==> config.mk <==
export PLATFORM = sky130hd
export DESIGN_NAME = jump_redirect_unit
export DESIGN_NICKNAME = d
export VERILOG_FILES = /design/src/rtl/jump_redirect_unit.sv
export SDC_FILE = /design/constraint.sdc
export NUM_CORES = 1
export LEC_CHECK = 0
export BUFFER_PORTS_ARGS = -buffer_cell sky130_fd_sc_hd__buf_2
export CAP_MARGIN = 20
export CORE_ASPECT_RATIO = 1.4
export CORE_MARGIN = 2
export CORE_UTILIZATION = 55
export DETAILED_ROUTE_END_ITERATION = 7
export PLACE_DENSITY = 0.79
export SKIP_CTS_REPAIR_TIMING = 1
export SYNTH_ARGS = -nofsm -noshare
export SYNTH_HDL_FRONTEND = slang
export SYNTH_SLANG_ARGS = --single-unit
==> constraint.sdc <==
create_clock -name clk -period 4.3 [get_ports clk]
set_clock_uncertainty 0.15 [all_clocks]
set_input_delay 0.215 -clock clk [delete_from_list [all_inputs] [get_ports clk]]
set_output_delay 0.215 -clock clk [all_outputs]
set_load 0.01 [all_outputs]
==> src/rtl/jump_redirect_unit.sv <==
// ============================================================================
// Module      : jump_redirect_unit
// Description : PC sequencer with one-delay-slot jump/branch redirect and halt.
// Revision    : 1.0
// ============================================================================
`default_nettype none

module jump_redirect_unit #(
    parameter int          ADDR_W       = 32,
    parameter logic [31:0] RESET_VECTOR = 32'hBFC00000
) (
    input  logic              clk,
    input  logic              rst_n,
    input  logic              advance,
    input  logic [1:0]        jtype,
    input  logic [25:0]       j_immdt,
    input  logic [15:0]       br_offset,
    input  logic              br_taken,
    input  logic [ADDR_W-1:0] rs_value,
    output logic [ADDR_W-1:0] pc,
    output logic [ADDR_W-1:0] link_addr,
    output logic              in_delay_slot,
    output logic              halted,
    output logic              addr_err
);

    typedef enum logic [1:0] {
        RUN   = 2'd0,
        DELAY = 2'd1,
        HALT  = 2'd2
    } state_t;

    localparam logic [1:0] c_JT_NONE   = 2'd0;
    localparam logic [1:0] c_JT_J      = 2'd1;
    localparam logic [1:0] c_JT_JR     = 2'd2;
    localparam logic [1:0] c_JT_BRANCH = 2'd3;

    state_t            state_q, state_d;
    logic [ADDR_W-1:0] pc_q, pc_d;
    logic [ADDR_W-1:0] target_q, target_d;
    logic              addr_err_q, addr_err_d;

    logic [ADDR_W-1:0] w_pc4;
    logic [ADDR_W-1:0] w_j_target;
    logic [ADDR_W-1:0] w_br_target;
    logic [ADDR_W-1:0] w_target;
    logic              w_redirect;

    assign w_pc4       = pc_q + ADDR_W'(4);
    assign w_br_target = w_pc4 + {{(ADDR_W-18){br_offset[15]}}, br_offset, 2'b00};

    // A 28-bit PC has no region bits above the 26-bit immediate field.
    generate
        if (ADDR_W > 28) begin : g_j_region
            assign w_j_target = {w_pc4[ADDR_W-1:28], j_immdt, 2'b00};
        end else begin : g_j_flat
            assign w_j_target = {j_immdt, 2'b00};
        end
    endgenerate

    always_comb begin
        w_target   = w_pc4;
        w_redirect = 1'b0;
        case (jtype)
            c_JT_J: begin
                w_target   = w_j_target;
                w_redirect = 1'b1;
            end
            c_JT_JR: begin
                w_target   = rs_value;
                w_redirect = 1'b1;
            end
            c_JT_BRANCH: begin
                w_target   = w_br_target;
                w_redirect = br_taken;
            end
            default: begin
                w_target   = w_pc4;
                w_redirect = 1'b0;
            end
        endcase
    end

    always_comb begin
        state_d    = state_q;
        pc_d       = pc_q;
        target_d   = target_q;
        addr_err_d = addr_err_q;
        case (state_q)
            RUN: begin
                if (advance) begin
                    if (jtype == c_JT_JR && rs_value[1:0] != 2'b00) begin
                        addr_err_d = 1'b1;
                        state_d    = HALT;
                    end else if (w_redirect) begin
                        target_d = w_target;
                        pc_d     = w_pc4;
                        state_d  = DELAY;
                    end else begin
                        pc_d = w_pc4;
                    end
                end
            end
            DELAY: begin
                // A zero target is the halt request; jumps in the slot are ignored.
                if (advance) begin
                    if (target_q == '0) begin
                        pc_d    = '0;
                        state_d = HALT;
                    end else begin
                        pc_d    = target_q;
                        state_d = RUN;
                    end
                end
            end
            default: begin
                state_d = HALT;
            end
        endcase
    end

    always_ff @(posedge clk or negedge rst_n) begin
        if (!rst_n) begin
            state_q    <= RUN;
            pc_q       <= RESET_VECTOR[ADDR_W-1:0];
            target_q   <= '0;
            addr_err_q <= 1'b0;
        end else begin
            state_q    <= state_d;
            pc_q       <= pc_d;
            target_q   <= target_d;
            addr_err_q <= addr_err_d;
        end
    end

    assign pc            = pc_q;
    assign link_addr     = pc_q + ADDR_W'(8);
    assign in_delay_slot = (state_q == DELAY);
    assign halted        = (state_q == HALT);
    assign addr_err      = addr_err_q;

endmodule

`default_nettype wire
; Word-level counts from Yosys, hierarchy flattened
; Index checks and enable logic that the tools add are counted.
[classes]
n_bitwise = 1
n_mux = 13
addsub = 3
n_reduce_logical = 10
eq_ne = 9
[op_table]
columns = operator, n
row1 = $mux 32, 4
row2 = $pmux 32 s3, 1
row3 = $pmux 32 s2, 1
row4 = $add 32x3->32 const B, 1
row5 = $add 32x32->32, 1
row6 = $add 32x4->32 const B, 1
row7 = $logic_not 32->1, 1
row8 = $mux 2, 5
row9 = $reduce_and 4->1, 2
row10 = $eq 2x2->1 const B, 3
row11 = $ne 2x2->1 const B, 3
row12 = $reduce_and 3->1, 2
row13 = $eq 2x1->1 const B, 2
row14 = $pmux 2 s2, 1
row15 = $reduce_bool 2->1, 2
row16 = $ne 3x3->1 const B, 1
row17 = $logic_not 2->1, 1
row18 = $pmux 1 s2, 1
row19 = $reduce_or 2->1, 1
row20 = $logic_and 1x1->1, 1
row21 = $not 1->1, 1
[totals]
wordCells = 40
register_bits = 67
out_inout_bits = 67

; Longest topological paths before layout
[logic_depth]
ltp_word = 7
ltp_mapped = 16
depth_no_buf = 16

; Least setup slack after synthesis
; OpenSTA, ideal clock, no wires.
[synth_timing]
path_type = register to register
startpoint = register pc_q[4], in the netlist pc[4]
endpoint = register target_q[25]
stages_incl_launch_ff = 17
setup_time_ns = 0.137
required_ns = 4.013
arrival_ns = 3.665
setup_slack_ns = 0.348
n_path_buf = 0
path_cell_list = dfrtp_1 ha_1 nand2_1 nor3_1 nand3_1 nor2_1 nand2_1 xnor2_1 ha_1 a21oi_1 o21bai_1 or4_1 a311oi_1 o21ai_0 xor2_1 a222oi_1 a21oi_1
[synth_via]
elab_chain_cells = 3
[synth_rtl]
columns = item, line
row1 = "start, declared", 39  ; logic [ADDR_W-1:0] pc_q, pc_d;
row2 = "start signal, assigned", 125  ; pc_q <= RESET_VECTOR[ADDR_W-1:0];
row3 = "start signal, assigned", 130  ; pc_q <= pc_d;
row4 = $add 32x3->32 (*), 49  ; assign w_pc4 = pc_q + ADDR_W'(4);
row5 = $add 32x32->32, 50  ; assign w_br_target = w_pc4 + {{(ADDR_W-18){br_offset[15]}}, br_offset, 2'b00};
row6 = $pmux 32 s3 (*), 64  ; case (jtype)
row7 = "end signal, assigned", 131  ; target_q <= target_d;
row8 = "end, declared", 40  ; logic [ADDR_W-1:0] target_q, target_d;
; Mark *: on every way between the ends. The rest lies on a longest branch, timed or not.
; A chain may end at the register's enable or synchronous reset.

; Worst setup path in the final report
[layout_timing]
startpoint = register pc_q[3], in the netlist pc[3]
endpoint = register target_q[29]
; Same word-level chain as after synthesis.

==> impl_metrics.env <==
export IMPL_wl_per_cell_um=19.5
export IMPL_htree_num_levels=3
export IMPL_vias_per_cell=6.19
export IMPL_ir_drop_mv=0.456
export IMPL_combinationalPowerShare_pct=54.5
export IMPL_worst_skew_pair_late_latency_ns=0.34
export IMPL_layout_cells_non_filler=1011
export IMPL_p_clk_share_pct=18.7
export IMPL_slew_violations=0
export IMPL_muxShareOfSynthArea_pct=3.12
export IMPL_p_per_area_mw_per_mm2=665
export IMPL_synth_edff_count=0
export IMPL_synth_top_area_share_pct=24.8
export IMPL_fin_tns_setup_ns=0
export IMPL_cts_tree="yes"
export IMPL_die_w_um=91.3
export IMPL_synth_top_family_by_area="compound AO/OA/AOI/OAI gates"
export IMPL_final_area_mm2=0.00737
export IMPL_cts_sinks=67
export IMPL_power_switching_mw=2.18
export IMPL_antenna_found_initial=0
export IMPL_fp_row_count=44
export IMPL_path_clk_slew_ns=0.06
export IMPL_coreArea_mm2=0.0104
export IMPL_fin_crit_ns=4.11
export IMPL_grt_pass1_vias=5888
export IMPL_slew_headroom_pct=30.2
export IMPL_synth_flop_cell="dfrtp_1"
export IMPL_start_kind="register"
export IMPL_p_seq_share_pct=26.8
export IMPL_total_power_mw=4.90
export IMPL_worstPathArrival_ns=4.18
export IMPL_syn2layout_area_growth_pct=25.8
export IMPL_post_synth_main_area_contributors="dfrtp_1, ha_1, xnor2_1"
export IMPL_placed_area_mm2=0.00677
export IMPL_antenna_left=0
export IMPL_wl_um=19700
export IMPL_grt_ovfl_total=0
export IMPL_die_y_um=126
export IMPL_rr_startpoint="pc[3]$_DFFE_PN0P_"
export IMPL_synth_top_area_cell="dfrtp_1"
export IMPL_max_cap_violations=0
export IMPL_crit_path_top_delay_cell="a2111o_1"
export IMPL_status="completed"
export IMPL_globalplace_congestion=0.925
export IMPL_dp_hpwl_um=14900
export IMPL_synth_seq_cells=67
export IMPL_setup_worst_path_end_class="register"
export IMPL_timing_final_crit_share_pct=95.5
export IMPL_timing_fmax_mhz=243
export IMPL_reg2reg_depth=15
export IMPL_cts_root_buf="clkbuf_16"
export IMPL_grt_pass1_wl_um=30700
export IMPL_grt_max_degree=47
export IMPL_crit_type="register to register"
export IMPL_hold_class="primary input to register"
export IMPL_synth_nets=835
export IMPL_yosysSeqAreaShare_pct=28.8
export IMPL_io_pins=147
export IMPL_hold_viol_final=0
export IMPL_synth_area_mm2=0.00586
export IMPL_fp_dieArea_mm2=0.0115
export IMPL_path_max_fanout=6
export IMPL_cts_path_max_buffers=2
export IMPL_drt_iter0_drc=523
export IMPL_drtPass1Iterations=6
export IMPL_critPathLaunch="pc[3]$_DFFE_PN0P_"
export IMPL_start_util_pct=56.3
export IMPL_tightest_slew_ns=1.05
export IMPL_timing_rr_end="target_q[29]$_DFFE_PN0P_"
export IMPL_ys_types=67
export IMPL_final_layout_size_suffix_gt1_share_pct=27.9
export IMPL_intPower_mw=2.72
export IMPL_num_vias=6262
export IMPL_port_buffers=146
export IMPL_dpl_cell_count=982
export IMPL_cp_required_ns=4.37
export IMPL_synth_xor_area_share_pct=11.3
export IMPL_grt_use_total_pct=33.7
export IMPL_ys_async_sr_fraction_pct=100
export IMPL_syn_inst=717
export IMPL_regToRegSetupSlack_ns=0.19
export IMPL_whs_ns=0.00314
export IMPL_cts_buffers=9
export IMPL_avgSynthCellArea_um2=8.18
export IMPL_drc=0
export IMPL_swShare_pct=44.4
export IMPL_synthSimpleGateAreaFrac_pct=20.1
export IMPL_cp_cell_sequence="ha_1 -> nand3_2 -> buf_4 -> nor2_1 -> xor2_1 -> ha_1 -> a21oi_1 -> nor2_1 -> o311a_1 -> o311ai_2 -> a21oi_1 -> o21ai_1 -> a31oi_1 -> a2111o_1 -> o211a_1"
export IMPL_antenna_cells=0
export IMPL_leakage_nw=3.60
export IMPL_synthAdderAreaFrac_pct=8.24
export IMPL_endpoint="target_q[29]$_DFFE_PN0P_"
export IMPL_ys_warn_count=0
export IMPL_synth_compound_area_share_pct=24.0
export IMPL_setup_viol=0
export IMPL_nNetsFinal=986
export IMPL_cp_slowest_stage_delay_ns=0.47
synthesized netlist by cell type (all sizes together), types with 10 or more instances:
master  number
a21o        17
a21oi       46
a221oi      12
a222oi      13
and3        15
buf         10
clkbuf      34
dfrtp       58
ha          37
inv         21
mux2i       16
nand2       85
nand3       26
nor2        51
nor3        12
nor4        14
o21ai       60
xnor2       50
xor2        24
cell families after synthesis:
kind of cell | after synthesis
simple gates | 242
compound gates | 213
xor+xnor | 74
flops | 67
buf+inv | 65
fa+ha+maj | 38
mux | 18
per-layer routing:
layer | vias up | share of wire (%) | GRT usage (%)
met5 | - | 0 | 0
met2 | 314 | 47 | 53.6
li1 | 2918 | - | -
met3 | 42 | 7.7 | 4.43
met4 | 0 | 2.7 | 11.2
met1 | 2988 | 43 | 47.6
area by class of cell:
type                    instances  area (um^2)
repair buffers                184         1020
inverters                      21         78.8
flip-flops and latches         67         1690
multi-input cells             585         4050
fillers                       823         3030
well taps                     138          173
clock inverters                 6          138
clock buffers                  10          229
placed cells by master, fill, tap and decap left out, drive strengths merged, types with 4 or more instances in the layout:
cell type	instances
buf	183
xor2	24
o21ai	60
nor2b	4
nor3	12
bufinv	4
nor4	14
o211ai	5
ha	37
nor2	51
or2	4
and2	5
nand3	26
o21bai	6
nand2	85
dfstp	9
a221oi	12
a31oi	9
mux2i	16
inv	21
nand4	8
a222oi	13
or3	4
nand2b	7
o21a	8
a22oi	4
clkbuf	10
a21oi	46
a21o	17
dfrtp	58
and3	15
xnor2	50
o31ai	4
critical path: cells and delay by family (launching register included):
kind | cells | cell delay [ns]
xor gates and xnor gates | 1 | 0.27
and+or+nand+nor | 3 | 0.35
AOI/OAI and AO/OA | 8 | 2.05
adders and majority gates | 2 | 0.56
buffers and inverters | 1 | 0.19
DFF | 1 | 0.42
metrics by stage:
stage                     utilization [%]  worst slack, ns
after floorplan                         -            0.348
after global placement               65.1           0.0823
after detailed placement             65.1           0.0644
after CTS                            68.6           0.0119
after global routing                 70.9          -0.0157
final                                70.9            0.193
power groups by stage:
stage | sequential (mW) | clock, mW | combinational [mW]
detailed placement | 1.30 | 0 | 2.49
finish | 1.31 | 0.915 | 2.67
global route | 1.35 | 0.947 | 2.89
CTS | 1.29 | 0.917 | 2.51
floorplan | 1.22 | 0 | 1.64
global placement | 1.28 | 0 | 2.45
state kept, by name, indices dropped and copies added (netlist names):
| name | count |
|---|---|
| addr_err | 1 |
| pc | 32 |
| target_q | 32 |
| state_q | 2 |
worst min path at each step:
stage / start / endpoint / slack [ns] / cells after the start
finish: advance / state_q[1]$_DFFE_PN0P_ / 0.003 / 2
global placement: rst_n / target_q[10]$_DFFE_PN0P_ / 0.26 / 1
detailed placement: rst_n / target_q[11]$_DFFE_PN0P_ / 0.27 / 1
floorplan: rst_n / addr_err$_DFFE_PN0P_ / -0.23 / 0
CTS: rst_n / target_q[11]$_DFFE_PN0P_ / -0.07 / 1
global route: advance / state_q[1]$_DFFE_PN0P_ / 0.007 / 2
No activity file was read; power rests on OpenSTA's default activity.
